### src/rtl/collision_scanner_pkg.sv
// Shared definitions for the collision scanner: parameter defaults, probe slot
// indices, FSM state encoding and a width helper.
package collision_scanner_pkg;

    localparam int DEF_N_SEG           = 7;
    localparam int DEF_N_PROBE         = 3;
    localparam int DEF_POS_W           = 8;
    localparam int DEF_COOLDOWN_FRAMES = 4;

    localparam int PROBE_PLAYER = 0;
    localparam int PROBE_SWORD  = 1;
    localparam int PROBE_SHEEP  = 2;

    typedef enum logic [1:0] {
        ST_IDLE    = 2'd0,
        ST_SNAP    = 2'd1,
        ST_SCAN    = 2'd2,
        ST_PUBLISH = 2'd3
    } scan_state_t;

    // $clog2 that never returns less than one bit.
    function automatic int clog2_min1(input int n);
        return (n <= 2) ? 1 : $clog2(n);
    endfunction

endpackage

### src/rtl/collision_scanner_if.sv
// Bus between the entity logic (master) and the collision scanner (slave):
// frame trigger, position/enable inputs and the published hit results.
interface collision_scanner_if #(
    parameter int N_SEG   = 7,
    parameter int N_PROBE = 3,
    parameter int POS_W   = 8,
    parameter int IDX_W   = (N_SEG > 2) ? $clog2(N_SEG) : 1
);
    logic                       frame_start;
    logic [N_SEG*POS_W-1:0]     seg_pos;
    logic [N_SEG-1:0]           seg_active;
    logic [N_PROBE*POS_W-1:0]   probe_pos;
    logic [N_PROBE-1:0]         probe_en;
    logic [N_PROBE-1:0]         hit_level;
    logic [N_PROBE*IDX_W-1:0]   hit_seg;
    logic [N_PROBE-1:0]         hit_pulse;
    logic                       result_valid;
    logic                       busy;
    logic                       overrun;

    modport master (
        output frame_start, seg_pos, seg_active, probe_pos, probe_en,
        input  hit_level, hit_seg, hit_pulse, result_valid, busy, overrun
    );

    modport slave (
        input  frame_start, seg_pos, seg_active, probe_pos, probe_en,
        output hit_level, hit_seg, hit_pulse, result_valid, busy, overrun
    );
endinterface

### src/rtl/collision_scanner_compare.sv
// Combinational compare of one dragon segment against every probe; a probe
// matches only when enabled, the segment is visible and the positions are equal.
module collision_scanner_compare
    import collision_scanner_pkg::*;
#(
    parameter int N_PROBE = DEF_N_PROBE,
    parameter int POS_W   = DEF_POS_W
) (
    input  logic [POS_W-1:0]         i_seg_pos,
    input  logic                     i_seg_active,
    input  logic [N_PROBE*POS_W-1:0] i_probe_pos,
    input  logic [N_PROBE-1:0]       i_probe_en,
    output logic [N_PROBE-1:0]       o_match
);
    for (genvar gi = 0; gi < N_PROBE; gi++) begin : g_probe
        assign o_match[gi] = i_probe_en[gi] & i_seg_active
                           & (i_probe_pos[gi*POS_W +: POS_W] == i_seg_pos);
    end
endmodule

### src/rtl/collision_scanner.sv
// Once-per-frame collision scanner: snapshots the scene, walks one segment per
// cycle against all probes and publishes hit levels, lowest hit index and pulses.
module collision_scanner
    import collision_scanner_pkg::*;
#(
    parameter int N_SEG           = DEF_N_SEG,
    parameter int N_PROBE         = DEF_N_PROBE,
    parameter int POS_W           = DEF_POS_W,
    parameter int COOLDOWN_FRAMES = DEF_COOLDOWN_FRAMES
) (
    input logic                clk,
    input logic                rst_n,
    collision_scanner_if.slave bus
);
    localparam int IDX_W  = clog2_min1(N_SEG);
    localparam int COOL_W = clog2_min1(COOLDOWN_FRAMES + 1);
    localparam logic [IDX_W-1:0]  LAST_IDX  = IDX_W'(N_SEG - 1);
    localparam logic [COOL_W-1:0] COOL_LOAD = COOL_W'(COOLDOWN_FRAMES);

    scan_state_t                r_state;
    logic [IDX_W-1:0]           r_idx;
    logic [N_SEG*POS_W-1:0]     r_snap_seg;
    logic [N_SEG-1:0]           r_snap_active;
    logic [N_PROBE*POS_W-1:0]   r_snap_probe;
    logic [N_PROBE-1:0]         r_snap_en;
    logic [N_PROBE-1:0]         r_acc_hit;
    logic [N_PROBE*IDX_W-1:0]   r_acc_seg;
    logic [COOL_W-1:0]          r_cool [N_PROBE];
    logic [N_PROBE-1:0]         r_cool_ok;
    logic [N_PROBE-1:0]         r_hit_level;
    logic [N_PROBE*IDX_W-1:0]   r_hit_seg;
    logic [N_PROBE-1:0]         r_hit_pulse;
    logic                       r_result_valid;
    logic                       r_busy;
    logic                       r_overrun;

    logic [POS_W-1:0]           w_seg_arr [N_SEG];
    logic [POS_W-1:0]           w_cur_seg;
    logic                       w_cur_active;
    logic [N_PROBE-1:0]         w_match;
    logic [N_PROBE-1:0]         w_acc_hit_next;
    logic [N_PROBE*IDX_W-1:0]   w_acc_seg_next;
    logic [N_PROBE-1:0]         w_pulse_next;
    logic                       w_frame_go;
    logic                       w_last_scan;

    for (genvar gi = 0; gi < N_SEG; gi++) begin : g_seg
        assign w_seg_arr[gi] = r_snap_seg[gi*POS_W +: POS_W];
    end

    assign w_cur_seg    = w_seg_arr[r_idx];
    assign w_cur_active = r_snap_active[r_idx];
    assign w_frame_go   = (r_state == ST_IDLE) && bus.frame_start;
    assign w_last_scan  = (r_state == ST_SCAN) && (r_idx == LAST_IDX);

    collision_scanner_compare #(
        .N_PROBE (N_PROBE),
        .POS_W   (POS_W)
    ) u_compare (
        .i_seg_pos    (w_cur_seg),
        .i_seg_active (w_cur_active),
        .i_probe_pos  (r_snap_probe),
        .i_probe_en   (r_snap_en),
        .o_match      (w_match)
    );

    // First match latches the index, so scanning upward keeps the lowest one.
    for (genvar gi = 0; gi < N_PROBE; gi++) begin : g_acc
        assign w_acc_hit_next[gi] = r_acc_hit[gi] | w_match[gi];
        assign w_acc_seg_next[gi*IDX_W +: IDX_W] =
            (w_match[gi] && !r_acc_hit[gi]) ? r_idx : r_acc_seg[gi*IDX_W +: IDX_W];
        assign w_pulse_next[gi] = w_acc_hit_next[gi] & r_cool_ok[gi];
    end

    // Cooldown expiry is judged on the counter value before this frame's decrement,
    // so a probe stays muted for exactly COOLDOWN_FRAMES frames after it fires.
    always_ff @(posedge clk or negedge rst_n) begin
        if (!rst_n) begin
            for (int p = 0; p < N_PROBE; p++) begin
                r_cool[p] <= '0;
            end
            r_cool_ok <= '0;
        end else begin
            for (int p = 0; p < N_PROBE; p++) begin
                if (w_frame_go) begin
                    r_cool_ok[p] <= (r_cool[p] == '0);
                    if (r_cool[p] != '0) begin
                        r_cool[p] <= r_cool[p] - 1'b1;
                    end
                end else if (w_last_scan && w_pulse_next[p]) begin
                    r_cool[p] <= COOL_LOAD;
                end
            end
        end
    end

    // Results are registered on the final scan edge so they are visible
    // during the PUBLISH cycle itself.
    always_ff @(posedge clk or negedge rst_n) begin
        if (!rst_n) begin
            r_state        <= ST_IDLE;
            r_idx          <= '0;
            r_snap_seg     <= '0;
            r_snap_active  <= '0;
            r_snap_probe   <= '0;
            r_snap_en      <= '0;
            r_acc_hit      <= '0;
            r_acc_seg      <= '0;
            r_hit_level    <= '0;
            r_hit_seg      <= '0;
            r_hit_pulse    <= '0;
            r_result_valid <= 1'b0;
            r_busy         <= 1'b0;
            r_overrun      <= 1'b0;
        end else begin
            r_result_valid <= 1'b0;
            r_hit_pulse    <= '0;
            if (bus.frame_start && r_busy) begin
                r_overrun <= 1'b1;
            end
            case (r_state)
                ST_IDLE: begin
                    if (bus.frame_start) begin
                        r_state <= ST_SNAP;
                        r_busy  <= 1'b1;
                    end
                end
                ST_SNAP: begin
                    r_snap_seg    <= bus.seg_pos;
                    r_snap_active <= bus.seg_active;
                    r_snap_probe  <= bus.probe_pos;
                    r_snap_en     <= bus.probe_en;
                    r_acc_hit     <= '0;
                    r_acc_seg     <= '0;
                    r_idx         <= '0;
                    r_state       <= ST_SCAN;
                end
                ST_SCAN: begin
                    r_acc_hit <= w_acc_hit_next;
                    r_acc_seg <= w_acc_seg_next;
                    if (r_idx == LAST_IDX) begin
                        r_state        <= ST_PUBLISH;
                        r_hit_level    <= w_acc_hit_next;
                        r_hit_seg      <= w_acc_seg_next;
                        r_hit_pulse    <= w_pulse_next;
                        r_result_valid <= 1'b1;
                    end else begin
                        r_idx <= r_idx + 1'b1;
                    end
                end
                ST_PUBLISH: begin
                    r_state <= ST_IDLE;
                    r_busy  <= 1'b0;
                end
                default: r_state <= ST_IDLE;
            endcase
        end
    end

    assign bus.hit_level    = r_hit_level;
    assign bus.hit_seg      = r_hit_seg;
    assign bus.hit_pulse    = r_hit_pulse;
    assign bus.result_valid = r_result_valid;
    assign bus.busy         = r_busy;
    assign bus.overrun      = r_overrun;

endmodule

### src/flat_wrapper.sv
// flat-port wrapper written by rule: the top's interface ports become plain ports
module collision_scanner_flat import collision_scanner_pkg::*;
#(
    parameter int N_SEG           = DEF_N_SEG,
    parameter int N_PROBE         = DEF_N_PROBE,
    parameter int POS_W           = DEF_POS_W,
    parameter int COOLDOWN_FRAMES = DEF_COOLDOWN_FRAMES
)
  (clk, rst_n, bus_frame_start, bus_seg_pos, bus_seg_active, bus_probe_pos, bus_probe_en, bus_hit_level, bus_hit_seg, bus_hit_pulse, bus_result_valid, bus_busy, bus_overrun);
  collision_scanner_if #(.N_SEG(N_SEG), .N_PROBE(N_PROBE), .POS_W(POS_W)) bus_i ();
  input logic clk;
  input logic rst_n;
  input wire logic [$bits(bus_i.frame_start)-1:0] bus_frame_start;
  input wire logic [$bits(bus_i.seg_pos)-1:0] bus_seg_pos;
  input wire logic [$bits(bus_i.seg_active)-1:0] bus_seg_active;
  input wire logic [$bits(bus_i.probe_pos)-1:0] bus_probe_pos;
  input wire logic [$bits(bus_i.probe_en)-1:0] bus_probe_en;
  output wire logic [$bits(bus_i.hit_level)-1:0] bus_hit_level;
  output wire logic [$bits(bus_i.hit_seg)-1:0] bus_hit_seg;
  output wire logic [$bits(bus_i.hit_pulse)-1:0] bus_hit_pulse;
  output wire logic [$bits(bus_i.result_valid)-1:0] bus_result_valid;
  output wire logic [$bits(bus_i.busy)-1:0] bus_busy;
  output wire logic [$bits(bus_i.overrun)-1:0] bus_overrun;
  assign bus_i.frame_start = bus_frame_start;
  assign bus_i.seg_pos = bus_seg_pos;
  assign bus_i.seg_active = bus_seg_active;
  assign bus_i.probe_pos = bus_probe_pos;
  assign bus_i.probe_en = bus_probe_en;
  assign bus_hit_level = bus_i.hit_level;
  assign bus_hit_seg = bus_i.hit_seg;
  assign bus_hit_pulse = bus_i.hit_pulse;
  assign bus_result_valid = bus_i.result_valid;
  assign bus_busy = bus_i.busy;
  assign bus_overrun = bus_i.overrun;
  collision_scanner #(.N_SEG(N_SEG), .N_PROBE(N_PROBE), .POS_W(POS_W), .COOLDOWN_FRAMES(COOLDOWN_FRAMES)) u_core (.clk(clk), .rst_n(rst_n), .bus(bus_i));
endmodule
### config.mk
export PLATFORM = sky130hd
export DESIGN_NAME = collision_scanner_flat
export DESIGN_NICKNAME = d
export VERILOG_FILES = /design/src/rtl/collision_scanner_pkg.sv /design/src/rtl/collision_scanner_if.sv /design/src/rtl/collision_scanner_compare.sv /design/src/rtl/collision_scanner.sv /design/src/flat_wrapper.sv
export SDC_FILE = /design/constraint.sdc
export NUM_CORES = 1
export LEC_CHECK = 0
export BUFFER_PORTS_ARGS = -buffer_cell sky130_fd_sc_hd__buf_2
export CAP_MARGIN = 20
export CORE_MARGIN = 2
export CORE_UTILIZATION = 30
export CTS_BUF_LIST = sky130_fd_sc_hd__clkbuf_16
export CTS_CLUSTER_DIAMETER = 200
export DETAILED_ROUTE_END_ITERATION = 6
export HOLD_SLACK_MARGIN = 0.12
export PLACE_DENSITY = 0.6
export SYNTH_ARGS = -nofsm -noshare
export SYNTH_HDL_FRONTEND = slang
export SYNTH_SLANG_ARGS = --single-unit
export TNS_END_PERCENT = 30
### constraint.sdc
create_clock -name clk -period 2.75 [get_ports clk]
set_clock_uncertainty 0.05 [all_clocks]
set_input_delay 0.55 -clock clk [delete_from_list [all_inputs] [get_ports clk]]
set_output_delay 0.55 -clock clk [all_outputs]
set_load 0.05 [all_outputs]
==> impl_metrics.yaml, run 1 <==
status:
  outcome: "finished clean"
global_route:
  grt_start_max_net_pins: 68
  gr-total-overflow: 0
  grt.total_usage: 0.147
  grt_pass1_vias: 4778
  met3_usage: 0.0567
  busiest_layer: "met2"
  grtUsageMet2: 0.213
  grt_first_pass_wirelength_mm: 26.8
  met1_usage: 0.204
  antenna_found_initial: 7
cells_and_area:
  fillers: 2185
  final_area_um2: 8480
  multi_input_area_um2: 3110
  fin_cells: 991
  postLayoutCoreUtil: 0.388
  drive_gt1_frac: 0.438
  sequential_cell_area_um2: 3430
  syn_to_final_growth_pct: 26.8
  nNetsFinal: 798
yosys:
  synth_nets: 656
  ys_ff_latch: 137
  yosysTopAreaCell: "dfrtp_1"
  synth_area_per_cell_um2: 12.1
  synth_top_area_frac: 0.512
  syn_inst: 551
  seq_area_frac_synth: 0.512
  netlist_area_um2: 6690
  synth-edff-count: 0
  ys_types: 55
  synthArstFlopShare: 1.00
  synth.area.top_cells: "dfrtp_1 (51%), mux2_2 (16%), mux2i_1 (2.7%)"
  synth_ff_type: "dfrtp_1"
  yosysWarnings: 0
die:
  initial_core_util: 0.306
  rows: 54
  fp.dieW_um: 153
  fp.dieArea_um2: 23500
  die_height_um: 153
  io_pins: 111
  design.core.area_um2: 21900
placed_design:
  hpwl_mm: 12.6
  place_congestion: 0.830
  dpl_cell_area_um2: 7690
  placed_cells: 942
  dpl_worst_slack_ps: -19.9
  numPortBuffers: 110
clock_tree:
  clk_latency_ps: 420
  cts_tree: "yes"
  clock-root-buffer: "clkbuf_16"
  htree_levels: 4
  cts_buffers: 17
  clock_sinks: 137
  path_clk_slew_ps: 60
  cts_buffer_depth: 2
sta:
  finalHoldViolations: 0
  worstMarginPinSlew_ps: 621
  finalSetupViolations: 0
  slew_violations: 0
  relSlewSlack: 0.586
  fin_crit_sh: 0.984
  grt_setup_unrepaired: "yes"
  finalCriticalPeriod_ps: 2710
  setup_ws_ps: 43.2
  max_freq_mhz: 369
power_and_ir_drop:
  leakage_nw: 3.78
  powerDensity_nw_per_um2: 1250
  vdd_drop_max_uv: 513
job:
  cap_violations: 0
worst_setup_path:
  required_ps: 3010
  reg2reg_to: "u_core.r_cool[2]"
  worstPathArrival_ps: 2960
  reg2reg_setup_slack_ps: 40
  path_cells: "buf_4 -> clkbuf_16 -> nand2b_1 -> mux4_2 -> xor2_1 -> and3_1 -> and4_4 -> a41o_1 -> a221o_1"
  cpPeakStageDelay_ps: 500
  reg2reg_depth: 9
  crit_type: "reg2reg"
  path_max_fanout: 10
  cp_slowest_cell: "mux4_2"
  cp-start-kind: "flop"
  r2r-start: "u_core.r_idx[1]"
  crit_path_end_kind: "flop"
min_path:
  holdPathStages: 2
  hold_path.startpoint: "bus_probe_pos[15]"
  hold_path.class: "in2reg"
  holdPathEnd: "u_core.r_snap_probe[15]"
route:
  vias: 4810
  initialDrtViolationCount: 400
  firstDrtPassIters: 4
  final_antenna_net_count: 0
  drcViolationCount: 0
  routed_via_density: 4.85
  avgRoutedWirePerCell_um: 17.0
  wirelength_mm: 16.9
worst max-delay path, delay by kind of cell, from the launching register on:
kind | cells | cell delay, ps
and+or+nand+nor | 3 | 580
AOI/OAI and AO/OA | 2 | 550
muxes | 1 | 500
DFF | 1 | 440
buffers and inverters | 2 | 310
xor gates and xnor gates | 1 | 160
metrics by stage:
stage                     hold WS (ps)  total power, mW  setup TNS [ps]
after floorplan                    204             6.82               0
after global placement             387             8.09               0
after detailed placement           393             8.15           -30.8
after CTS                          283             10.4           -16.2
after global routing               286             11.4            -334
final                              303             10.6               0
power by group:
group          internal, mW  switching (mW)  leakage (nW)
Combinational          2.45            2.49          1.85
Clock                  1.24           0.916         0.257
Sequential             2.89           0.646          1.68
Total                  6.58            4.05          3.78
cell usage after synthesis (2+ instances only):
master and instances:
a21boi_0 2, a21o_1 4, a21oi_1 22, a221o_1 9
a22o_1 2, a22oi_1 4, a31oi_1 7, and2_1 2
and3_1 8, and4_1 4, buf_4 3, buf_6 6
buf_8 2, clkbuf_1 18, dfrtp_1 137, ha_1 12
inv_1 17, mux2_2 96, mux2i_1 18, mux4_2 4
nand2_1 30, nand2b_1 3, nand3_1 12, nand3b_1 5
nand4_1 7, nand4b_1 3, nor2_1 18, nor2b_1 7
nor3_1 14, o211a_1 3, o211ai_1 4, o21a_1 2
o21ai_0 21, o221ai_2 2, o311a_1 2, o31ai_1 8
xnor2_1 3, xor2_1 13
cell usage in the layout (no fill, tap or decap), types with 3 or more instances in the layout:
master      Yosys  layout
clkinvlp_4      0       5
nand3_1        12      12
o211ai_1        4       4
nor2b_1         7       6
nand4b_1        3       3
buf_4           3      34
clkinv_4        0       3
a22oi_1         4       3
xnor2_1         3       3
mux4_2          4       4
diode_2         0       5
a221o_1         9       9
clkbuf_16       0      18
nor3_1         14      13
buf_12          0       3
o31ai_1         8       8
mux2_2         96      96
buf_6           6       3
nand2b_1        3       3
a21oi_1        22      22
and4_2          0       3
nand4_1         7       7
a31oi_1         7       7
nand3b_1        5       5
buf_2           1     109
dfrtp_1       137     135
nor2_1         18      18
and3_1          8       8
mux2i_1        18      15
o21ai_0        21      19
nand2_1        30      30
inv_1          17      17
a21o_1          4       4
ha_1           12      11
xor2_1         13      11
repair_timing:
item,4_1_cts,5_1_grt
cloned,0,1
endpoints found under the setup margin,6,27
hold buffers,1,0
buffers inserted,0,10
pin swaps,1,9
endpoints found under the hold margin,64,0
resized for setup,3,26
state kept, by name (all words and copies together) (netlist names):
name	flops
u_core.r_snap_probe	24
u_core.r_acc_hit	3
u_core.bus.overrun	1
u_core.r_cool_ok	3
u_core.r_snap_active	7
u_core.r_acc_seg	9
u_core.r_idx	3
u_core.r_snap_en	3
u_core.bus.hit_level	3
u_core.bus.busy	1
u_core.r_snap_seg	56
u_core.bus.result_valid	1
u_core.bus.hit_seg	9
u_core.bus.hit_pulse	3
u_core.r_cool	9
u_core.r_state	2
cells by family after synthesis:
family                     after synthesis  share of synthesized area
buffers and inverters                   48                     0.0389
AOI/OAI and AO/OA                       98                      0.104
and+or+nand+nor                        121                     0.0959
muxes                                  119                      0.205
DFF                                    137                      0.512
adders and majority gates               12                     0.0224
xor gates and xnor gates                16                     0.0209
how the worst max path moves through the flow:
stage                         start                   to  slack (ps)  depth (start not counted)
floorplan           u_core.r_idx[0]  u_core.r_acc_seg[4]          40                          8
finish              u_core.r_idx[1]     u_core.r_cool[2]          40                          9
detailed placement  u_core.r_idx[0]     u_core.r_cool[5]         -20                          8
global route        u_core.r_idx[1]     u_core.r_cool[5]         -70                         10
CTS                 u_core.r_idx[0]     u_core.r_cool[5]         -20                          8
global placement    u_core.r_idx[0]     u_core.r_cool[2]          50                          8
layer usage:
metal | share of wire | up-vias | wire (um)
met5 | 0.0022 | - | 37
met4 | 0.012 | 6 | 206
met3 | 0.082 | 22 | 1380
met2 | 0.44 | 133 | 7440
met1 | 0.46 | 2332 | 7810
li1 | - | 2317 | -
layout make-up:
class                           instances  share of cell area
Antenna cell                            5             0.00147
Clock buffer                           17              0.0501
Clock inverter                         15              0.0152
Inverter                               18             0.00796
Multi-Input combinational cell        366               0.366
Sequential cell                       137               0.404
Tap cell                              280              0.0413
Timing Repair Buffer                  153               0.113
(Power assumes the default switching activity.)
==> run 2: changes to the inputs <==
--- a/config.mk
+++ b/config.mk
@@ -8,4 +8,5 @@
 export BUFFER_PORTS_ARGS = -buffer_cell sky130_fd_sc_hd__buf_2
 export CAP_MARGIN = 20
+export CORE_ASPECT_RATIO = 1.5
 export CORE_MARGIN = 2
 export CORE_UTILIZATION = 30
==> constraint.sdc (replaced) <==
create_clock -name clk -period 2.75 [get_ports clk]
set_clock_uncertainty 0.05 [all_clocks]
set_input_delay 0.1375 -clock clk [delete_from_list [all_inputs] [get_ports clk]]
set_output_delay 0.1375 -clock clk [all_outputs]
set_load 0.05 [all_outputs]
==> impl_metrics.yaml, run 2 (same netlist as run 1, synthesis figures left out) <==
status:
  outcome: "finished clean"
worst_setup_path:
  required_ps: 3000
  reg2reg_setup_slack_ps: 60
  path_max_fanout: 10
  reg2reg_to: "u_core.r_acc_seg[4]"
  cp-start-kind: "flop"
  critPathTopFamily: "multiplexers"
  crit_type: "reg2reg"
  crit_path_end_kind: "flop"
  cpPeakStageDelay_ps: 550
  worstPathArrival_ps: 2940
  critPathBufInv: 1
  reg2reg_depth: 7
  path_cells: "buf_8 -> mux4_2 -> mux2i_4 -> xnor2_1 -> or4_4 -> o311a_1 -> a221o_1"
  cp_slowest_cell: "or4_4"
  r2r-start: "u_core.r_idx[0]"
route:
  firstDrtPassIters: 4
  wirelength_mm: 17.7
  initialDrtViolationCount: 308
  routed_via_density: 4.84
  final_antenna_net_count: 0
  drcViolationCount: 0
  vias: 5160
  avgRoutedWirePerCell_um: 16.6
sta:
  grt_setup_unrepaired: "yes"
  finalCriticalPeriod_ps: 2690
  slew_violations: 0
  relSlewSlack: 0.561
  max_freq_mhz: 371
  tns_ps: 0
  whs_ps: 233
  worstMarginPinSlew_ps: 658
  fin_crit_sh: 0.979
  setup_ws_ps: 58.2
  finalSetupViolations: 0
  finalHoldViolations: 0
cells_and_area:
  num_antenna_cells: 0
  final_common_cell: "dfrtp_1"
  top_register: "u_core.r_snap_seg"
  postLayoutCoreUtil: 0.429
  nNetsFinal: 887
  top_regs: "u_core.r_snap_seg x56, u_core.r_snap_probe x24"
  largest_reg_flops: 56
  final_cell_mix: "dfrtp_1 (135), buf_2 (109), mux2_2 (96)"
  drive_gt1_frac: 0.382
  syn_to_final_growth_pct: 39.9
global_route:
  grt.total_usage: 0.153
  grt_first_pass_wirelength_mm: 28.5
  grt_start_max_net_pins: 70
  gr-total-overflow: 0
  antenna_found_initial: 0
  grt_pass1_vias: 5402
power_and_ir_drop:
  leakage_nw: 4.18
  power_mw: 10.9
  vdd_drop_max_uv: 559
  powerDensity_nw_per_um2: 1160
die:
  fp.dieArea_um2: 23500
  die_height_um: 187
  initial_core_util: 0.307
  design.core.area_um2: 21800
  io_pins: 111
  rows: 66
  fp.dieW_um: 126
clock_tree:
  path_clk_slew_ps: 60
  cts_buffers: 17
  clock_sinks: 137
  cts_tree: "yes"
  cts_buffer_depth: 2
  clock-root-buffer: "clkbuf_16"
  clk_latency_ps: 420
  htree_levels: 4
placed_design:
  place_congestion: 0.812
  dpl_worst_slack_ps: 7.73
  numPortBuffers: 110
  hpwl_mm: 12.6
min_path:
  hold_path.class: "in2async"
job:
  cap_violations: 0
-- run 2: where the power goes --
group          total (mW)  switching [mW]  internal [mW]
logic                5.06            2.53           2.53
registers            3.51           0.626           2.89
clock network        2.31           0.889           1.42
-- run 2: routing by layer --
metal	vias to the layer above	share of wire	wire (um)	track usage
met4	0	0.015	264	0.0448
met1	2538	0.44	7710	0.192
met2	128	0.52	9110	0.265
met5	-	0	0	0
met3	20	0.034	603	0.0300
li1	2474	-	-	-
-- run 2: cell type report --
class	instances	area (um2)
clock buffer	17	425
clock inverter	15	175
fill	2086	12400
inverter	18	67.6
multi-input combinational	366	3070
sequential	137	3430
tap	272	340
timing repair buffer	242	1860
-- run 2: worst max-delay path by stage --
stage	startpoint	endpoint	slack, ps	cells after the start
CTS	u_core.r_idx[1]	u_core.r_cool[2]	9	8
finish	u_core.r_idx[0]	u_core.r_acc_seg[4]	60	7
global placement	u_core.r_idx[1]	u_core.r_cool[2]	70	7
detailed placement	u_core.r_idx[0]	u_core.r_cool[5]	8	8
floorplan	u_core.r_idx[0]	u_core.r_acc_seg[4]	40	8
global route	u_core.r_idx[0]	u_core.r_acc_seg[3]	-10	7
-- run 2: timing repair --
item                                    in CTS  in global routing
setup buffers                                0                  4
resized for setup                            1                 17
gates cloned                                 0                  1
pin swaps                                    0                  5
hold buffers                                92                  0
hold endpoints to repair                   158                  0
endpoints found under the setup margin       3                 23
-- run 2: stage by stage --
step / instances / instance area (um2)
6_report: 1067 / 9360
4_1_cts: 1062 / 9250
2_1_floorplan: 551 / 6690
3_5_place_dp: 938 / 7720
3_3_place_gp: 938 / 7720
5_1_grt: 1067 / 9360
==> run 3: changes to the inputs <==
- BUFFER_PORTS_ARGS: -buffer_cell sky130_fd_sc_hd__buf_2 -> unset
- CORE_UTILIZATION: 30 -> 42
- DONT_BUFFER_PORTS: unset -> 1
- PLACE_DENSITY: 0.6 -> 0.69
==> impl_metrics.yaml, run 3 (same netlist as run 1, synthesis figures left out) <==
worst_setup_path:
  path_max_fanout: 14
  r2r-start: "u_core.r_idx[1]"
  startpoint: "u_core.r_idx[1]"
  crit_path_end_kind: "flop"
  crit_type: "reg2reg"
  worstPathArrival_ps: 2960
  cp-start-kind: "flop"
  required_ps: 3000
sta:
  slew_violations: 0
  grt_setup_unrepaired: "yes"
  finalCriticalPeriod_ps: 2710
  finalSetupViolations: 0
  finalHoldViolations: 137
  relSlewSlack: 0.649
  max_freq_mhz: 368
  worstMarginPinSlew_ps: 527
  fin_crit_sh: 0.987
  tns_ps: 0
  whs_ps: -641
route:
  vias: 4888
  wl_met3_um: 839
  wirelength_mm: 16.9
  firstDrtPassIters: 4
  dr_wl_met2_mm: 9.22
  initialDrtViolationCount: 204
  wl_met1_mm: 6.19
  drcViolationCount: 0
  avgRoutedWirePerCell_um: 19.3
  routed.top_layer: "met4"
  final_antenna_net_count: 0
  routed_via_density: 5.56
die:
  io_pins: 111
  design.core.area_um2: 15600
  fp.dieArea_um2: 17000
  rows: 56
  fp.dieW_um: 107
  die_height_um: 159
  initial_core_util: 0.428
cells_and_area:
  top_register: "u_core.r_snap_seg"
  fillers: 1222
  sequential_cell_area_um2: 3430
  num_antenna_cells: 0
  syn_to_final_growth_pct: 28.5
  fin_cells: 879
  largest_reg_flops: 56
  final_common_cell: "dfrtp_1"
  multi_input_area_um2: 3090
  final_area_um2: 8600
  drive_gt1_frac: 0.277
  top_regs: "u_core.r_snap_seg x56, u_core.r_snap_probe x24"
  final_cell_mix: "dfrtp_1 (136), mux2_2 (96), dlygate4sd3_1 (91)"
  nNetsFinal: 769
clock_tree:
  clk_latency_ps: 420
  clock-root-buffer: "clkbuf_16"
  cts_buffer_depth: 2
  cts_buffers: 17
  cts_tree: "yes"
  htree_levels: 4
  cts_hold_buffers: 91
  clock_sinks: 137
  path_clk_slew_ps: 60
global_route:
  gr-total-overflow: 0
  grt.total_usage: 0.208
  grt_start_max_net_pins: 138
  grt_first_pass_wirelength_mm: 27.0
  antenna_found_initial: 0
  grt_pass1_vias: 5355
min_path:
  hold_path.class: "in2async"
placed_design:
  placed_cells: 751
  hpwl_mm: 11.6
  dpl_cell_area_um2: 6980
  numPortBuffers: 0
  place_congestion: 0.806
power_and_ir_drop:
  power_mw: 10.7
  leakage_nw: 3.66
  powerDensity_nw_per_um2: 1240
  vdd_drop_max_uv: 783
status:
  violations: "hold timing"
  outcome: "finished, violations left"
job:
  cap_violations: 0
-- run 3: cell types whose count changed in the layout (fill, tap and decap cells not counted), moves of 3 or more --
| cell | change |
|---|---|
| mux2i_2 | -3 |
| mux2i_1 | +3 |
| buf_2 | -108 |
| buf_4 | -6 |
| inv_6 | +6 |
| buf_12 | -3 |
-- run 3: area by class of cell --
type                    count  area share
clock inverters            14      0.0159
well taps                 203      0.0295
multi-input cells         366       0.360
clock buffers              17      0.0495
flip-flops and latches    137       0.399
repair buffers            124       0.139
inverters                  18     0.00786
-- run 3: routing by layer --
| layer | up-vias | global-route usage |
|---|---|---|
| met2 | 156 | 0.375 |
| met1 | 2423 | 0.224 |
| met3 | 50 | 0.0471 |
| met4 | 0 | 0.111 |
| met5 | - | 0 |
| li1 | 2259 | - |
-- run 3: where the power goes --
| part | internal (mW) | leakage (nW) | switching [mW] |
|---|---|---|---|
| logic | 2.41 | 1.71 | 2.37 |
| clock network | 1.26 | 0.268 | 0.946 |
| registers | 2.88 | 1.68 | 0.825 |
| total | 6.55 | 3.66 | 4.14 |
-- run 3: critical path: stages (launching register included) --
cell and delay, ps:
dfrtp_1 350, buf_4 210, mux2_2 360, mux4_2 470, and3_1 240, and4_2 300, a41o_1 300, a221o_1 320
-- run 3: final timing paths --
| kind | to | slack (ps) | depth (start not counted) |
|---|---|---|---|
| max | u_core.r_cool[2] | 40 | 7 |
| max in group asynchronous | u_core.r_idx[0] | 3100 | 0 |
| max reg2reg | u_core.r_cool[2] | 40 | 7 |
| min in group clk | u_core.r_cool_ok[0] | 170 | 2 |
| min | u_core.r_snap_seg[33] | -640 | 0 |
| min reg2reg | u_core.r_acc_seg[7] | 460 | 2 |
-- run 3: what timing repair did --
| item | 4_1_cts | 5_1_grt |
|---|---|---|
| endpoints found under the hold margin | 231 | 137 |
| setup endpoints to repair | 0 | 16 |
| buffers inserted | 0 | 5 |
| gates resized for setup | 0 | 24 |
-- run 3: stage by stage --
step / utilization / setup slack [ps]
after floorplan: - / 38.2
after global placement: 0.447 / 97.4
after detailed placement: 0.447 / 19.9
after CTS: 0.541 / 12.7
after global routing: 0.550 / -17.7
final: 0.550 / 36.2
